===== src/rtl/traffic_light_fsm.sv =====
// Phase sequencer for the traffic-light datapath: picks the timing interval,
// loads/counts the seconds timer and steps the main/side/walk lights.
module traffic_light_fsm #(
  parameter int CNT_W = 4
) (
  input  logic             clk,
  input  logic             reset,
  input  logic             one_hz_enable,
  input  logic             Prog_Sync,
  input  logic             Sensor_Sync,
  input  logic             WR_Sync,
  input  logic [CNT_W-1:0] value,
  output logic [1:0]       interval,
  output logic [6:0]       LEDs,
  output logic             walk_pending,
  output logic [2:0]       state_dbg
);

  typedef enum logic [2:0] {
    S0_MG1  = 3'd0,
    S1_MG2  = 3'd1,
    S2_MY   = 3'd2,
    S3_WALK = 3'd3,
    S4_SG1  = 3'd4,
    S5_SG2  = 3'd5,
    S6_SY   = 3'd6
  } state_t;

  localparam logic [1:0] IV_BASE = 2'b00;
  localparam logic [1:0] IV_EXT  = 2'b01;
  localparam logic [1:0] IV_YEL  = 2'b10;

  state_t           state_q, state_d;
  state_t           expire_nxt;
  logic             illegal;
  logic             load_q, load_d;
  logic [CNT_W-1:0] cnt_q, cnt_d;
  logic             walk_q, walk_d;

  always_ff @(posedge clk or posedge reset) begin
    if (reset) begin
      state_q <= S0_MG1;
      load_q  <= 1'b1;
      cnt_q   <= '0;
      walk_q  <= 1'b0;
    end else begin
      state_q <= state_d;
      load_q  <= load_d;
      cnt_q   <= cnt_d;
      walk_q  <= walk_d;
    end
  end

  always_comb begin
    state_d    = state_q;
    load_d     = load_q;
    cnt_d      = cnt_q;
    walk_d     = walk_q | WR_Sync;
    illegal    = 1'b0;
    expire_nxt = S0_MG1;

    case (state_q)
      S0_MG1:  expire_nxt = S1_MG2;
      S1_MG2:  expire_nxt = S2_MY;
      S2_MY:   expire_nxt = walk_q ? S3_WALK : S4_SG1;
      S3_WALK: expire_nxt = S4_SG1;
      S4_SG1:  expire_nxt = Sensor_Sync ? S5_SG2 : S6_SY;
      S5_SG2:  expire_nxt = S6_SY;
      S6_SY:   expire_nxt = S0_MG1;
      default: illegal    = 1'b1;
    endcase

    if (Prog_Sync || illegal) begin
      state_d = S0_MG1;
      load_d  = 1'b1;
    end else if (load_q) begin
      cnt_d  = (value == '0) ? CNT_W'(1) : value;
      load_d = 1'b0;
    end else if (one_hz_enable) begin
      if (cnt_q <= CNT_W'(1)) begin
        state_d = expire_nxt;
        load_d  = 1'b1;
      end else begin
        cnt_d = cnt_q - CNT_W'(1);
      end
    end

    // A request arriving on the S3 entry edge is kept for the next round.
    if (state_d == S3_WALK && state_q != S3_WALK && !WR_Sync)
      walk_d = 1'b0;
  end

  always_comb begin
    interval = IV_BASE;
    LEDs     = 7'b0011000;
    case (state_q)
      S0_MG1:  begin interval = IV_BASE;                          LEDs = 7'b0011000; end
      S1_MG2:  begin interval = Sensor_Sync ? IV_EXT : IV_BASE;   LEDs = 7'b0011000; end
      S2_MY:   begin interval = IV_YEL;                           LEDs = 7'b0101000; end
      S3_WALK: begin interval = IV_EXT;                           LEDs = 7'b1001001; end
      S4_SG1:  begin interval = IV_BASE;                          LEDs = 7'b1000010; end
      S5_SG2:  begin interval = IV_EXT;                           LEDs = 7'b1000010; end
      S6_SY:   begin interval = IV_YEL;                           LEDs = 7'b1000100; end
      default: begin interval = IV_BASE;                          LEDs = 7'b0011000; end
    endcase
    state_dbg    = state_q;
    walk_pending = walk_q;
  end

endmodule


===== config.mk =====
export PLATFORM = sky130hd
export DESIGN_NAME = traffic_light_fsm
export DESIGN_NICKNAME = d
export VERILOG_FILES = /design/src/rtl/traffic_light_fsm.sv
export SDC_FILE = /design/constraint.sdc
export NUM_CORES = 1
export LEC_CHECK = 0
export ABC_AREA = 1
export CAP_MARGIN = 20
export CORE_MARGIN = 2
export CORE_UTILIZATION = 44
export DETAILED_ROUTE_END_ITERATION = 16
export PLACE_DENSITY_LB_ADDON = 0.2
export SLEW_MARGIN = 10
export SYNTH_ARGS = -nofsm -noshare
export SYNTH_HDL_FRONTEND = slang
export SYNTH_SLANG_ARGS = --single-unit

===== constraint.sdc =====
create_clock -name clk -period 1.95 [get_ports clk]
set_input_delay 0.4875 -clock clk [delete_from_list [all_inputs] [get_ports clk]]
set_output_delay 0.4875 -clock clk [all_outputs]
set_load 0.03 [all_outputs]

### Yosys cells after proc, flatten, opt, wreduce, memory -nomap -nowiden

Cells that the tools add are included.

* register bits: 9
* bits in latches: 0
* bits in writable memories: 0
* bits in read-only memories: 0
* input bits: 10
* output and inout bits: 13
* logic and storage cells: 49
* memories: 0

* add/sub/neg operators: 1
* multipliers: 0
* div/mod/pow operators: 0
* magnitude comparators: 1
* equality and inequality tests: 9
* shift-type cells: 0
* mux-type cells: 20
* bitwise gates (word level): 2
* reduce and logical (&&, ||, !) cells: 12

Operators with widths (count)
* $pmux W7 S4: 1
* $pmux W3 S6: 1
* $mux W4: 4
* $mux W3: 5
* $eq A3 B2 Y1 const B: 3
* $eq A3 B3 Y1 const B: 3
* $mux W1: 7
* $reduce_or A7 Y1: 1
* $pmux W2 S3: 1
* $reduce_or A2 Y1: 3
* $le A4 B1 Y1 const B: 1
* $logic_not A4 Y1: 1
* $sub A4 B1 Y4 const B: 1
* $eq A3 B1 Y1 const B: 1
* $logic_not A3 Y1: 1
* $ne A3 B2 Y1 const B: 1
* $reduce_and A3 Y1: 1
* $logic_and A1 B1 Y1: 2
* $mux W2: 1
* $ne A2 B2 Y1 const B: 1
* $reduce_bool A2 Y1: 1
* $logic_not A1 Y1: 1
* $logic_or A1 B1 Y1: 1
* $not A1 Y1: 1
* $or A1 B1 Y1: 1

### Logic depth before layout (Yosys ltp)

* depth in word-level cells: 10
* gate-level depth with buffers: 11
* gate-level depth less buffers: 11

### Worst setup path before layout

OpenSTA, ideal clock, no wires.

* path kind: flip-flop to output port
* from: reg state_q[0], in the netlist state_dbg[0]
* to: out interval[0]
* arrival: 1.668 ns
* required time: 1.462 ns
* slack: -0.205 ns
* stages on the path, launching flop included: 6
* path buffers: 1
* path through: dfrtp_1 -> buf_6 -> nand2_1 -> nor2_1 -> inv_1 -> nand2_1

* word-level cells in the longest chain between the ends: 3
* elaborated cells between the ends (all ways): 8
* classes of those cells: 5 x eq/ne; 1 x mux; 2 x reduce/logical

Ends and longest elaborated chain
* start, declared: RTL line 33 `state_t state_q, state_d;`
* start signal, assigned: RTL line 47 `state_q <= state_d;`
* $eq A3 B3 Y1 / $eq A3 B2 Y1 (equally long branches): RTL line 96 `case (state_q)`
* $reduce_or A2 Y1 (no line)
* $pmux W2 S3 *: RTL line 96
* end, declared: RTL line 13 `output logic [1:0] interval,`

Every way passes the cells marked *; elsewhere a longest branch is shown, timed or not.

### Worst setup path in the final report

* from: reg walk_q, in the netlist walk_pending
* to: out walk_pending

RTL lines
* start, declared: RTL line 38 `logic walk_q, walk_d;`
* start signal, assigned: RTL line 50 `walk_q <= walk_d;`
* end, declared: RTL line 15 `output logic walk_pending,`

No word-level cell between the ends.

==> qor.txt <==
Detailed Place HPWL = 1180 µm
Least-Margin Pin Slew = 0.335 ns
Routed len/inst = 10.4 µm
Peak supply drop = 0.434 mV
Die area = 1920 µm²
P_leak = 0.000535 µW
Clock latency at the later pin of the worst-skew pair = 0.27 ns
Remaining global-route overflow = 0
GRT busiest layer = met1
Clk pin slew, worst setup/hold paths = 0.06 ns
Die extent in x = 43.9 µm
Vias = 679
Detailed Route WL = 1450 µm
Post-Layout Cell Count = 139
Post-synthesis sequential area ratio = 0.324
Tmin final = 1.82 ns
Crit path DAT = 1.33 ns
Crit Path Category = register to output pin
Mapped Area = 699 µm²
TritonCTS clock tree = done
Row count = 14
Clock root buffer = clkbuf_4
RSZ-0062 raised after global routing = false
Sequential cell area = 228 µm²
CTS Hold Bufs = 0
Final worst slack = 0.129 ns
DR vias/cell = 4.88
Pre-CTS setup slack = 0.0503 ns
Crit path capture type = output pin
Io pins = 23
Async SR Flop Fraction = 1.00
Die Y = 43.9 µm
Synth top area share = 0.286
Outcome = finished clean
Antenna Nets Post-Route = 0
Critical path startpoint category = register
Cell family with most CP delay = buffers and inverters
Area Growth Syn to Fin = 38.3%
Max incr delay on CP = 0.69 ns
Synth area leaders = dfrtp_1 (29%), nand2_1 (13%), inv_1 (8.1%), nand3_1 (5.0%), dfstp_2 (3.8%)
CP bufs+invs = 1
Slew Limit Fails = 0
Fin crit share = 0.934
Nets = 136
Largest net degree at the start of global routing = 10
Synthesis-stage register bit count = 9
Initial antenna violation count = 0
DRC violations left = 0
DR iter-0 viols = 13
Syn avg cell area = 7.36 µm²
Gr usage total = 0.174
PortBufs = 22
Main flop type after synthesis = dfrtp_1
Highest clock rate = 549 MHz
Core area = 1510 µm²
GR Layer Usage met1 = 0.250
Synth area leader = dfrtp_1
CP Max Fanout = 3
Cell count after synthesis = 95
Crit path cell chain = clkdlybuf4s50_1
Total of max-cap violations = 0
RePlAce Congestion = 0.778
Layout cells sized above 1 = 0.260
Met2 usage = 0.235
Hold WC Path Type = input port to async pin
Top cells by count, synth = nand2_1 (24), inv_1 (15), dfrtp_1 (8), nand3_1 (7), nor2_1 (6)
Number of global-route vias before repair = 578
Final hold violation count = 0
Setup_tns = 0 ns
H-Tree Depth = 1
Syn_nets = 107
Post-CTS Repair Setup Buffers = 0
Number of antenna diodes = 0
DP Cell Count = 135
WP data required = 1.46 ns
First-pass GRT wire length = 2460 µm
DR pass1 iterations = 4
Area of the multi-input gates = 388 µm²
CP max stage cell = clkdlybuf4s50_1
Slew HR = 0.776
PwrDens = 638 nW/µm²
Cts bufs inserted = 3
# fillers = 131
Met3 Track Usage GR = 0.0750
Library cells used by synthesis = 25
Max Root-Sink Buffers = 2
Setup Skew = 0.00544 ns
Leading cell type by number of instances after synthesis = nand2_1
Yosys warning count = 0
CTS sink count = 9
Initial cell density of the core = 0.464
Post-synth EDFFs = 0
Post-CTS Resized = 5
# setup viols final = 0
[logic make-up (layout without fill, tap and decap cells)]
kind of cell             after synthesis  in the layout  share of synthesized area
AO/OA/AOI/OAI                         13             13                      0.140
XOR/XNOR                               1              1                     0.0125
flip-flops                             9              9                      0.324
AND/OR/NAND/NOR                       49             49                      0.356
buffers and inverters                 21             49                      0.132
adder cells (fa/ha/maj)                2              2                     0.0358
[stage by stage]
step                utilization  hold WS, ns  total power [µW]  area [µm²]
global route              0.642        0.520               666         967
global placement          0.626        0.556               469         943
finish                    0.642        0.471               617         967
CTS                       0.640        0.485               623         963
floorplan                     -        0.315               416         707
detailed placement        0.626        0.567               474         943
[cell usage in the layout (no fill, tap or decap), types with 2 or more instances in the layout]
cell	instances
clkbuf_4	3
o21ai_0	4
nor3_1	2
nand3_2	2
nand2_1	24
nor2_1	5
o21ai_1	2
o211ai_1	3
dfrtp_1	7
inv_2	3
dlygate4sd2_1	5
nand3_1	7
ha_1	2
nand2_2	4
inv_1	15
nor2_4	3
buf_4	10
clkdlybuf4s50_1	10
[final timing paths]
| kind | from | end | slack, ns | cells after the start |
|---|---|---|---|---|
| worst max-delay path | walk_pending$_DFF_PP0_ | walk_pending | 0.13 | 1 |
| worst min-delay path | reset | cnt_q[3]$_DFFE_PP0P_ | 0.47 | 2 |
| worst max register to register | cnt_q[0]$_DFFE_PP0P_ | walk_pending$_DFF_PP0_ | 0.42 | 11 |
| worst min register to register | cnt_q[1]$_DFFE_PP0P_ | cnt_q[1]$_DFFE_PP0P_ | 0.58 | 2 |
| max in group asynchronous | reset | load_q$_DFF_PP1_ | 1.19 | 2 |
| min in group clk | cnt_q[1]$_DFFE_PP0P_ | cnt_q[1]$_DFFE_PP0P_ | 0.58 | 2 |
[metal layers]
layer	vias to the layer above	wire (µm)
met5	-	0
met2	14	608
met1	304	741
met3	4	85
li1	357	-
met4	0	15
[area by class of cell]
class | count | share of cell area
clock buffers | 4 | 0.0272
well taps | 16 | 0.0207
inverters | 19 | 0.0763
multi-input cells | 65 | 0.401
repair buffers | 26 | 0.239
flip-flops and latches | 9 | 0.235
[state kept, by name (all words and copies together) (netlist names)]
signal and count:
cnt_q 4, state_dbg 3, load_q 1, walk_pending 1
[power by group]
| part | internal (µW) | total [µW] | switching, µW | leakage (µW) |
|---|---|---|---|---|
| combinational | 88.8 | 222 | 133 | 0.000412 |
| sequential | 221 | 247 | 26.4 | 0.000108 |
| clock | 79.1 | 148 | 69.0 | 0.0000150 |
| total | 388 | 617 | 229 | 0.000535 |
Power figures use the tool's default switching activity.
